===== src/rtl/avalon_mem_checker_delay.sv =====
// DEPTH-stage shift register carrying {valid, addr, expected} alongside in-flight reads.
module avalon_mem_checker_delay #(
    parameter int DEPTH = 1,
    parameter int AW    = 9
) (
    input  logic          clk,
    input  logic          reset_n,
    input  logic          in_vld,
    input  logic [AW-1:0] in_addr,
    input  logic [31:0]   in_data,
    output logic          out_vld,
    output logic [AW-1:0] out_addr,
    output logic [31:0]   out_data
);
    logic [DEPTH:1]         vld_pipe;
    logic [DEPTH:1][AW-1:0] addr_pipe;
    logic [DEPTH:1][31:0]   data_pipe;

    always_ff @(posedge clk or negedge reset_n) begin
        if (!reset_n) begin
            vld_pipe  <= '0;
            addr_pipe <= '0;
            data_pipe <= '0;
        end else begin
            vld_pipe[1]  <= in_vld;
            addr_pipe[1] <= in_addr;
            data_pipe[1] <= in_data;
            for (int i = 2; i <= DEPTH; i++) begin
                vld_pipe[i]  <= vld_pipe[i-1];
                addr_pipe[i] <= addr_pipe[i-1];
                data_pipe[i] <= data_pipe[i-1];
            end
        end
    end

    assign out_vld  = vld_pipe[DEPTH];
    assign out_addr = addr_pipe[DEPTH];
    assign out_data = data_pipe[DEPTH];
endmodule


===== config.mk =====
export PLATFORM = sky130hd
export DESIGN_NAME = avalon_mem_checker_delay
export DESIGN_NICKNAME = d
export VERILOG_FILES = /design/src/rtl/avalon_mem_checker_delay.sv
export SDC_FILE = /design/constraint.sdc
export NUM_CORES = 1
export LEC_CHECK = 0
export BUFFER_PORTS_ARGS = -buffer_cell sky130_fd_sc_hd__buf_2
export CAP_MARGIN = 10
export CORE_ASPECT_RATIO = 0.5
export CORE_MARGIN = 8
export CORE_UTILIZATION = 33
export DETAILED_ROUTE_END_ITERATION = 10
export GPL_TIMING_DRIVEN = 0
export HOLD_SLACK_MARGIN = 0.03
export PLACE_DENSITY = 0.73
export SYNTH_ARGS = -nofsm -noshare
export SYNTH_HDL_FRONTEND = slang
export SYNTH_SLANG_ARGS = --single-unit

===== constraint.sdc =====
create_clock -name clk -period 0.8 [get_ports clk]
set_input_delay 0.16 -clock clk [delete_from_list [all_inputs] [get_ports clk]]
set_output_delay 0.16 -clock clk [all_outputs]
set_load 0.005 [all_outputs]

Yosys cells after proc, flatten, opt, wreduce, memory -nomap -nowiden:

Index checks and enable logic that the tools add are counted.

* equality and inequality tests: 0
* add/subtract/negate cells: 0
* divide/modulo/power cells: 0
* bitwise logic cells: 0
* reductions and logical operators: 0
* multiply operators: 0
* mux-type cells: 0
* shifts and indexed selects: 0
* order comparisons: 0

* RAM bits: 0
* input port bits: 44
* bits in registers: 42
* output and inout port bits: 42
* word-level logic and storage cells: 3
* memories: 0
* bits in latches: 0
* bits in read-only memories: 0

Logic depth before layout (Yosys ltp):

Gate-level depths: netlist (run 1).

* depth after elaboration: 0
* gate-level depth with buffers: 0
* gate-level depth less buffers: 0

Worst setup path after synthesis (run 1):

Ideal clock, no wire load.

* kind: reg-to-output
* start point: register addr_pipe, in the netlist out_addr[0]
* end point: output port out_addr[0]
* stages on the path, launching flop included: 1
* data required time: 0.640 ns
* slack: 0.291 ns
* data arrival time: 0.349 ns
* path buffers: 0
* cell sequence: dfrtp_1

RTL lines
* start, declared: RTL line 16 `logic [DEPTH:1][AW-1:0] addr_pipe;`
* start signal, assigned by index: RTL line 30 `addr_pipe[i] <= addr_pipe[i-1];`
* end, declared: RTL line 12 `output logic [AW-1:0] out_addr,`

No word-level cell between the ends.

Worst setup path after layout (run 1):

* start point: register data_pipe, in the netlist out_data[2]
* end point: output port out_data[2]

RTL lines
* start, declared: RTL line 17 `logic [DEPTH:1][31:0] data_pipe;`
* start signal, assigned by index: RTL line 31 `data_pipe[i] <= data_pipe[i-1];`
* end, declared: RTL line 13 `output logic [31:0] out_data`

No word-level cell between the ends.

==> qor.csv, run 1 <==
stage,metric,value,unit
status,run status,finished with violations,
status,failing checks,"negative hold slack, negative setup slack",
sta,number of setup violations in the final report,42,
critical_path,type of element launching the critical path,register,
sta,Final Slew Violations,0,
die,I/O pin cnt,86,
critical_path,CP arrival,0.79,ns
clock_network,clock tree root driver cell,clkbuf_8,
synthesis,gate count after technology mapping,42,
sta,setup repair after global routing missed its margin,true,
global_route,met1 Usage GRT,0.1246,
synthesis,share of Yosys cell area claimed by the top area cell type,1.000,
detailed_routing,drt first-iter violations,31,
synthesis,cell with the most instances after synthesis,dfrtp_1,
synthesis,flip-flop and latch count after synthesis,42,
sta,Final period util,1.181,
global_route,grt met2 use,0.2631,
critical_path,Buffers & Inverters on Critical Path,1,
detailed_routing,Vias,856,
layout,Layout Area Growth over Synthesis,93.93,%
clock_network,clock transition at the registers of the reported paths,0.07,ns
die,floorplan die area,0.005356,sq mm
die,Die Y-Extent,55.91,microns
synthesis,share of flip-flops with an asynchronous set or reset after synthesis,1.000,
place,# port buffers,85,
synthesis,simple-gate share of the synthesized area,0,
synthesis,Post-synth EDFFs,0,
synthesis,top cell types by occurrence after synthesis,dfrtp_1,
global_route,number of global-route vias before repair,1072,
place,Placer Congestion,0.6611,
place,placement-stage worst setup slack,-0.1326,ns
clock_network,count of clock tree sinks,42,
critical_path,library cell contributing the largest single delay on the critical path,dfrtp_1,
detailed_routing,vias per inst,3.945,
critical_path,Worst setup EP type,primary output,
critical_path,beginning of the critical path,out_data[2],
place,detailed-placement wirelength estimate,2241,microns
power,power density of the placed cells,1988,mW/mm^2
layout,FF+latch area,0.001051,sq mm
sta,headroom to the max-slew limit,0.4111,
layout,number of diodes added for antenna fixing,0,
synthesis,proportion of synthesized area in mux cells,0,
die,Chip Width,95.81,microns
layout,final instance area,0.002038,sq mm
global_route,"Most Used Layer, Global Route",met2,
detailed_routing,average wire per cell in the routed design,15.54,microns
synthesis,count of cell types in the netlist,1,
synthesis,post-synthesis area per instance,25.02,sq um
global_route,routing usage on met3,0.05787,
detailed_routing,DRC Markers,0,
global_route,wire length of the first global-routing pass,5457,microns
die,Std-Cell Core Area,0.003013,sq mm
detailed_routing,sum of routed wire length over all layers,3373,microns
sta,Final Hold Fails,8,
sta,worst setup slack after layout,-0.1452,ns
place,instance area at placement,0.001526,sq mm
critical_path,worst-path cell chain,buf_2,
global_route,combined global-route utilization of all metal layers,0.1372,
clock_network,post-CTS setup repair buffer count,0,
synthesis,synthesized cell area,0.001051,sq mm
synthesis,top area cells in the synthesized netlist,dfrtp_1,
synthesis,area share of fa/ha/maj cells after synthesis,0,
synthesis,total nets after synthesis,86,
clock_network,maximum buffer depth of the clock tree,2,
critical_path,dominant delay contributor by cell family on the critical path,flip-flops,
clock_network,number of cells upsized or downsized after cts,0,
clock_network,number of levels the H-tree was split into,2,
critical_path,critical path peak fanout,1,
synthesis,most used flip-flop cell after synthesis,dfrtp_1,
clock_network,Inserted Clock Buffers,5,
critical_path,capture point of the critical path,out_data[2],
synthesis,post-synthesis sequential area ratio,1.000,
critical_path,"slowest stage delay, CP",0.37,ns
sta,Fmax achieved,1058,MHz
global_route,maximum number of pins on one net before global-route repair,43,
global_route,antenna violations before repair,0,
power,leakage component of the power,1.047,nW
sta,smallest hold slack,-0.003834,ns
layout,fraction of final layout cells sized beyond drive strength 1,0.5198,
die,Initial Utilization,0.3488,
synthesis,Compound-Gate Fraction of Synth Area,0,
power,worst ir drop on vdd,1.311,mV
layout,net total in the final layout,220,
critical_path,Levels on crit path,1,
synthesis,number of synthesis warnings,0,
layout,combined area of the multi-input logic cells,0,sq um
detailed_routing,first-pass detailed-route iteration total,3,
clock_network,TritonCTS clock tree,built,
detailed_routing,Post-DRT Antenna Nets,0,
global_route,residual overflow from global routing,0,
die,cell row count,14,
sta,clock period minus worst slack,0.9452,ns
critical_path,category of the critical setup timing path,reg2out,
sta,slew at the pin closest to its max-slew limit,0.8833,ns
synthesis,xor and xnor area share after synthesis,0,
critical_path,data required time of the worst path,0.64,ns
worst_hold_path,worst min path class,in2async,
layout,number of multi-input logic gates,0,
flow_run,total of max-cap violations,0,
sta,final total negative setup slack,-5.341,ns
synthesis,Synth area leader,dfrtp_1,
layout,fillers,225,
==> metrics by stage <==
stage,instances,total power [mW],util
finish,217,4.053,0.6765
global route,217,4.220,0.6765
CTS,217,4.093,0.6765
detailed placement,167,2.576,0.5066
global placement,167,2.560,0.5066
floorplan,42,2.316,-
==> routing by layer <==
layer	part of all wire	wire length [microns]
met1	0.31	1055
met2	0.61	2045
met3	0.071	240
met4	0.0092	31
met5	0	0
==> worst min-delay path by stage <==
stage | from | endpoint | slack [ns] | depth (start not counted)
2_1_floorplan | reset_n | out_addr[0] | -0.14 | 0
3_3_place_gp | in_data[6] | out_data[6] | 0.27 | 1
3_5_place_dp | in_addr[6] | out_addr[6] | 0.27 | 1
4_1_cts | reset_n | out_data[18] | 0.03 | 1
5_1_grt | reset_n | out_data[18] | 0.08 | 1
6_report | reset_n | out_data[18] | -0.004 | 1
==> flip-flops by register name (all words and copies together), names as in the netlist <==
signal,flops
out_data,32
out_addr,9
out_vld,1
==> layout make-up <==
cell class	instances	area share
Clock buffer	7	0.04236
Clock inverter	1	0.002455
Sequential cell	42	0.5157
Tap cell	40	0.02455
Timing Repair Buffer	127	0.4150
==> repair_timing <==
action / CTS / global route
endpoints found under the setup margin: 42 / 42
hold buffers: 42 / 0
hold endpoints to repair: 58 / 0
cloned: 0 / 0
pin swaps: 0 / 0
==> cell families after synthesis <==
family and after synthesis:
flip-flops 42
==> cells in the final DEF, fill, tap and decap left out <==
cell type	instances
buf_2	85
clkbuf_1	1
clkbuf_8	6
clkinv_2	1
dfrtp_1	42
dlygate4sd3_1	42
==> power breakdown <==
group	switching, mW	total, mW	internal [mW]
Sequential	0.0261	2.25	2.23
Combinational	0.159	0.436	0.277
Clock	0.667	1.36	0.696
Total	0.852	4.05	3.20
(Power assumes the default switching activity.)
==> run 2, diff against run 1 <==
--- a/config.mk
+++ b/config.mk
@@ -5,15 +5,16 @@
 export SDC_FILE = /design/constraint.sdc
 export NUM_CORES = 1
 export LEC_CHECK = 0
+export ABC_CLOCK_PERIOD_IN_PS = 1210
 export BUFFER_PORTS_ARGS = -buffer_cell sky130_fd_sc_hd__buf_2
 export CAP_MARGIN = 10
 export CORE_ASPECT_RATIO = 0.5
 export CORE_MARGIN = 8
-export CORE_UTILIZATION = 33
+export CORE_UTILIZATION = 39
 export DETAILED_ROUTE_END_ITERATION = 10
 export GPL_TIMING_DRIVEN = 0
 export HOLD_SLACK_MARGIN = 0.03
-export PLACE_DENSITY = 0.73
+export PLACE_DENSITY = 0.81
 export SYNTH_ARGS = -nofsm -noshare
 export SYNTH_HDL_FRONTEND = slang
 export SYNTH_SLANG_ARGS = --single-unit
==> constraint.sdc (replaced) <==
create_clock -name clk -period 1.21 [get_ports clk]
set_input_delay 0.242 -clock clk [delete_from_list [all_inputs] [get_ports clk]]
set_output_delay 0.242 -clock clk [all_outputs]
set_load 0.005 [all_outputs]
==> qor.csv, run 2 (synthesis gave the netlist of run 1 again) <==
stage,metric,value,unit,change
power,power dissipated by switching net loads,548.3,uW,-36%
global_route,residual overflow from global routing,0,,unchanged
clock_network,clock transition at the registers of the reported paths,0.08,ns,about the same
clock_network,maximum buffer depth of the clock tree,2,,unchanged
worst_hold_path,startpoint of the tightest hold check path,in_data[21],,
clock_network,clock tree root driver cell,clkbuf_8,,
place,Placer Congestion,0.6829,,+3.3%
global_route,antenna violations before repair,0,,unchanged
sta,slew at the pin closest to its max-slew limit,0.8760,ns,-0.007320 ns
detailed_routing,average wire per cell in the routed design,15.02,microns,-3.3%
sta,setup repair after global routing missed its margin,false,,
clock_network,post-CTS setup repair buffer count,0,,unchanged
die,cell row count,13,,-1
die,Die Y-Extent,52.71,microns,-5.7%
worst_hold_path,worst min path class,in2reg,,
critical_path,CP arrival,0.79,ns,about the same
place,# port buffers,85,,unchanged
clock_network,number of levels the H-tree was split into,2,,unchanged
flow_run,total of max-cap violations,0,,unchanged
global_route,number of global-route vias before repair,861,,-20%
sta,smallest hold slack,0.05249,ns,+0.05632 ns
layout,"most common cell after layout, fill and taps aside",buf_2,,
layout,combined area of the multi-input logic cells,0,sq um,unchanged
critical_path,dominant delay contributor by cell family on the critical path,flip-flops,,
layout,fraction of final layout cells sized beyond drive strength 1,0.6889,,+0.1691
sta,final total negative setup slack,0,ns,+5.341 ns
detailed_routing,DRC Markers,0,,unchanged
layout,Layout Area Growth over Synthesis,55.24,%,
power,portion of total power attributed to the clock network,0.389,,+0.053
sta,headroom to the max-slew limit,0.4160,,+0.004880
sta,clock period minus worst slack,1.034,ns,
clock_network,Inserted Clock Buffers,5,,unchanged
worst_hold_path,Hold Path End,out_data[21],,
die,I/O pin cnt,86,,unchanged
detailed_routing,Vias,676,,-21%
critical_path,Buffers & Inverters on Critical Path,1,,unchanged
clock_network,hold_buf cts,0,,-100%
layout,number of diodes added for antenna fixing,0,,unchanged
die,Initial Utilization,0.4090,,+0.06012
power,Switching Share,0.2014,,-0.008889
power,leakage component of the power,0.8817,nW,-16%
global_route,maximum number of pins on one net before global-route repair,43,,unchanged
detailed_routing,Post-DRT Antenna Nets,0,,unchanged
power,overall power,2.722,mW,-33%
sta,Final Slew Violations,0,,unchanged
power,combinational power share,0.065,,-0.043
critical_path,worst-path cell chain,buf_2,,
detailed_routing,vias per inst,3.930,,-0.37%
detailed_routing,first-pass detailed-route iteration total,3,,unchanged
worst_hold_path,number of cells traversed by the worst hold path,1,,
layout,most frequent cells in the layout,"buf_2, dfrtp_1, clkbuf_8, clkinv_2, bufinv_16",,
global_route,combined global-route utilization of all metal layers,0.1195,,-0.01765
sta,Final Hold Fails,0,,-8
die,Chip Width,89.42,microns,-6.7%
die,floorplan die area,0.004713,sq mm,-12%
place,instance area at placement,0.001523,sq mm,-0.25%
layout,final instance area,0.001632,sq mm,-20%
die,Std-Cell Core Area,0.002570,sq mm,-15%
sta,Fmax achieved,967.1,MHz,
critical_path,critical path peak fanout,1,,unchanged
power,part of the total power dissipated in sequential elements,0.547,,-0.009
clock_network,number of cells upsized or downsized after cts,0,,unchanged
power,power density of the placed cells,1668,mW/mm^2,-16%
layout,number of multi-input logic gates,0,,unchanged
critical_path,library cell contributing the largest single delay on the critical path,dfrtp_1,,
status,run status,completed,,
critical_path,"slowest stage delay, CP",0.38,ns,about the same
detailed_routing,sum of routed wire length over all layers,2584,microns,-23%
critical_path,data required time of the worst path,0.97,ns,+0.33 ns
layout,net total in the final layout,178,,-19%
layout,fillers,218,,-3.1%
clock_network,TritonCTS clock tree,built,,
power,internal power,2.174,mW,-32%
critical_path,category of the critical setup timing path,reg2out,,
layout,number of flip-flops in the largest register,32,,unchanged
detailed_routing,drt first-iter violations,27,,-13%
clock_network,count of clock tree sinks,42,,unchanged
power,worst ir drop on vdd,0.8114,mV,-38%
critical_path,Worst setup EP type,primary output,,
global_route,wire length of the first global-routing pass,4002,microns,-27%
sta,Final period util,0.8545,,
critical_path,type of element launching the critical path,register,,
sta,number of setup violations in the final report,0,,-100%
[run 2: cell type report]
cell class	count	area [sq um]	area share
Sequential cell	42	1051	0.6442
Timing Repair Buffer	85	425.4	0.2607
Clock buffer	5	68.82	0.04218
Tap cell	37	46.29	0.02837
Clock inverter	3	40.04	0.02454
[run 2: power groups by stage]
stage | Combinational (mW) | Sequential (mW) | Clock [mW]
6_report | 0.176 | 1.49 | 1.06
5_1_grt | 0.198 | 1.50 | 1.15
4_1_cts | 0.184 | 1.49 | 1.09
3_5_place_dp | 0.184 | 1.52 | 0
3_3_place_gp | 0.177 | 1.51 | 0
2_1_floorplan | 0 | 1.53 | 0
[run 2: how the worst max path moves through the flow]
stage,start,to,slack [ns],cells past startpoint
after floorplan,out_addr[0],out_addr[0],0.62,0
after global placement,reset_n,out_data[27],0.26,1
after detailed placement,reset_n,out_data[22],0.21,1
after CTS,out_addr[3],out_addr[3],0.16,1
after global routing,out_addr[3],out_addr[3],0.13,1
final,out_addr[3],out_addr[3],0.18,1
[run 2: stage by stage]
stage,utilization,std cells,setup WS (ns)
2_1_floorplan,-,42,0.6187
3_3_place_gp,0.5925,164,0.2602
3_5_place_dp,0.5925,164,0.2090
6_report,0.6349,172,0.1760
4_1_cts,0.6349,172,0.1604
5_1_grt,0.6349,172,0.1318
[run 2: layer usage]
layer / wire, microns / up-vias / share of wire / GRT usage
met5: 0 / - / 0 / 0
met4: 17 / 0 / 0.0066 / 0.04905
met3: 238 / 2 / 0.092 / 0.07188
met2: 1512 / 30 / 0.59 / 0.2354
met1: 816 / 334 / 0.32 / 0.09289
li1: - / 310 / - / -
==> run 3, diff against run 2 <==
==> config.mk (replaced) <==
export PLATFORM = sky130hd
export DESIGN_NAME = avalon_mem_checker_delay
export DESIGN_NICKNAME = d
export VERILOG_FILES = /design/src/rtl/avalon_mem_checker_delay.sv
export SDC_FILE = /design/constraint.sdc
export NUM_CORES = 1
export LEC_CHECK = 0
export ABC_AREA = 1
export ABC_CLOCK_PERIOD_IN_PS = 1110
export BUFFER_PORTS_ARGS = -buffer_cell sky130_fd_sc_hd__buf_2
export CAP_MARGIN = 10
export CORE_MARGIN = 8
export CORE_UTILIZATION = 37
export DETAILED_ROUTE_END_ITERATION = 10
export GPL_TIMING_DRIVEN = 0
export HOLD_SLACK_MARGIN = 0.03
export PLACE_DENSITY = 0.77
export SYNTH_ARGS = -nofsm -noshare
export SYNTH_HDL_FRONTEND = slang
export SYNTH_SLANG_ARGS = --single-unit
==> constraint.sdc (replaced) <==
create_clock -name clk -period 1.11 [get_ports clk]
set_input_delay 0.222 -clock clk [delete_from_list [all_inputs] [get_ports clk]]
set_output_delay 0.222 -clock clk [all_outputs]
set_load 0.005 [all_outputs]
==> qor.csv, run 3 (synthesis gave the netlist of run 1 again) <==
stage,metric,value,unit,change
global_route,maximum number of pins on one net before global-route repair,43,,unchanged
critical_path,dominant delay contributor by cell family on the critical path,flip-flops,,
layout,number of diodes added for antenna fixing,0,,unchanged
layout,final instance area,0.002013,sq mm,+23%
critical_path,worst-path cell chain,buf_2,,
clock_network,TritonCTS clock tree,built,,
detailed_routing,vias per inst,4.149,,+5.6%
detailed_routing,Vias,863,,+28%
critical_path,CP arrival,0.87,ns,+0.08 ns
die,Initial Utilization,0.3844,,-0.02452
layout,"most common cell after layout, fill and taps aside",buf_2,,
sta,setup repair after global routing missed its margin,true,,
clock_network,Inserted Clock Buffers,5,,unchanged
clock_network,clock transition at the registers of the reported paths,0.12,ns,+0.04 ns
detailed_routing,Post-DRT Antenna Nets,0,,unchanged
power,leakage component of the power,1.044,nW,+18%
layout,net total in the final layout,220,,+24%
place,# port buffers,85,,unchanged
global_route,residual overflow from global routing,0,,unchanged
die,Chip Width,69.30,microns,-23%
place,instance area at placement,0.001515,sq mm,-0.49%
die,cell row count,19,,+6
critical_path,Worst setup EP type,primary output,,
sta,headroom to the max-slew limit,0.4122,,-0.003797
layout,final standard cell count with taps included and fillers excluded,208,,+21%
status,failing checks,negative hold slack,,
layout,most frequent cells in the layout,"buf_2, dlygate4sd3_1, dfrtp_1, clkbuf_4, clkinv_2",,
power,portion of total power attributed to the clock network,0.324,,-0.065
die,floorplan die area,0.004802,sq mm,+1.9%
layout,number of multi-input logic gates,0,,unchanged
sta,clock period minus worst slack,1.088,ns,
critical_path,"slowest stage delay, CP",0.40,ns,+0.02 ns
power,combinational power share,0.109,,+0.044
die,I/O pin cnt,86,,unchanged
clock_network,number of levels the H-tree was split into,2,,unchanged
global_route,wire length of the first global-routing pass,5271,microns,+32%
critical_path,critical path peak fanout,1,,unchanged
clock_network,count of clock tree sinks,42,,unchanged
place,Placer Congestion,0.6816,,-0.19%
clock_network,maximum buffer depth of the clock tree,2,,unchanged
sta,smallest hold slack,-0.006608,ns,-0.05910 ns
detailed_routing,DRC Markers,0,,unchanged
power,worst ir drop on vdd,1.331,mV,+64%
power,part of the total power dissipated in sequential elements,0.566,,+0.019
sta,Final Hold Fails,4,,+4
sta,Final Slew Violations,0,,unchanged
sta,Final period util,0.9802,,
power,power dissipated by switching net loads,596.8,uW,+8.8%
layout,combined area of the multi-input logic cells,0,sq um,unchanged
power,power density of the placed cells,1425,mW/mm^2,-15%
critical_path,type of element launching the critical path,register,,
critical_path,Buffers & Inverters on Critical Path,1,,unchanged
flow_run,total of max-cap violations,0,,unchanged
place,Placed Cells incl. Taps,158,,-3.7%
detailed_routing,first-pass detailed-route iteration total,4,,+1
place,detailed-placement wirelength estimate,2090,microns,
global_route,combined global-route utilization of all metal layers,0.1414,,+0.02191
layout,fraction of final layout cells sized beyond drive strength 1,0.5254,,-0.1635
worst_hold_path,worst min path class,in2async,,
global_route,antenna violations before repair,0,,unchanged
layout,FF+latch area,0.001051,sq mm,unchanged
detailed_routing,drt first-iter violations,26,,-3.7%
critical_path,data required time of the worst path,0.89,ns,-0.08 ns
sta,final total negative setup slack,0,ns,unchanged
critical_path,library cell contributing the largest single delay on the critical path,dfrtp_1,,
critical_path,category of the critical setup timing path,reg2out,,
layout,number of flip-flops in the largest register,32,,unchanged
global_route,number of global-route vias before repair,1077,,+25%
power,overall power,2.869,mW,+5.4%
layout,fillers,182,,-17%
die,Std-Cell Core Area,0.002734,sq mm,+6.4%
die,Die Y-Extent,69.30,microns,+31%
status,run status,finished with violations,,
clock_network,clock tree root driver cell,clkbuf_4,,
sta,number of setup violations in the final report,0,,unchanged
detailed_routing,average wire per cell in the routed design,15.96,microns,+6.2%
sta,Fmax achieved,919.1,MHz,
sta,slew at the pin closest to its max-slew limit,0.8817,ns,+0.005696 ns
power,Switching Share,0.2081,,+0.006624
power,internal power,2.272,mW,+4.5%
detailed_routing,sum of routed wire length over all layers,3320,microns,+28%
layout,Layout Area Growth over Synthesis,91.55,%,
-- run 3: worst max-delay path by stage --
| stage | slack (ns) | endpoint | cells after the start | start |
|---|---|---|---|---|
| global placement | 0.20 | out_addr[7] | 1 | reset_n |
| finish | 0.02 | out_data[16] | 1 | out_data[16] |
| floorplan | 0.54 | out_addr[0] | 0 | out_addr[0] |
| CTS | 0.003 | out_data[5] | 1 | out_data[5] |
| global route | -0.02 | out_addr[7] | 1 | out_addr[7] |
| detailed placement | 0.13 | out_data[2] | 1 | reset_n |
-- run 3: metal layers --
layer | global-route usage | vias to the layer above | share of wire | routed length (microns)
met4 | 0.05923 | 0 | 0.023 | 76
met2 | 0.2623 | 52 | 0.56 | 1855
met3 | 0.09013 | 6 | 0.11 | 357
met5 | 0 | - | 0 | 0
met1 | 0.1117 | 409 | 0.31 | 1031
li1 | - | 396 | - | -
-- run 3: timing repair --
item,in CTS,in global routing
endpoints found under the hold margin,84,0
endpoints found under the setup margin,0,21
gates resized for setup,0,0
buffers inserted,0,0
hold buffers,42,0
-- run 3: layout make-up --
type                  count  area share
clock buffer              5     0.01865
tap                      31     0.01927
sequential               42      0.5221
timing repair buffer    127      0.4201
clock inverter            3     0.01989
-- run 3: power by group through the flow --
stage	registers, mW	clock network (mW)	logic, mW
after floorplan	1.67	0	0
after global placement	1.65	0	0.193
after detailed placement	1.65	0	0.200
after CTS	1.62	0.976	0.315
after global routing	1.63	1.04	0.343
final	1.62	0.930	0.314
-- run 3: per-stage QoR --
step                      setup slack, ns  utilization
after floorplan                    0.5387            -
final                             0.02202       0.7364
after global placement             0.1995       0.5542
after CTS                        0.002607       0.7364
after global routing             -0.02020       0.7364
after detailed placement           0.1257       0.5542
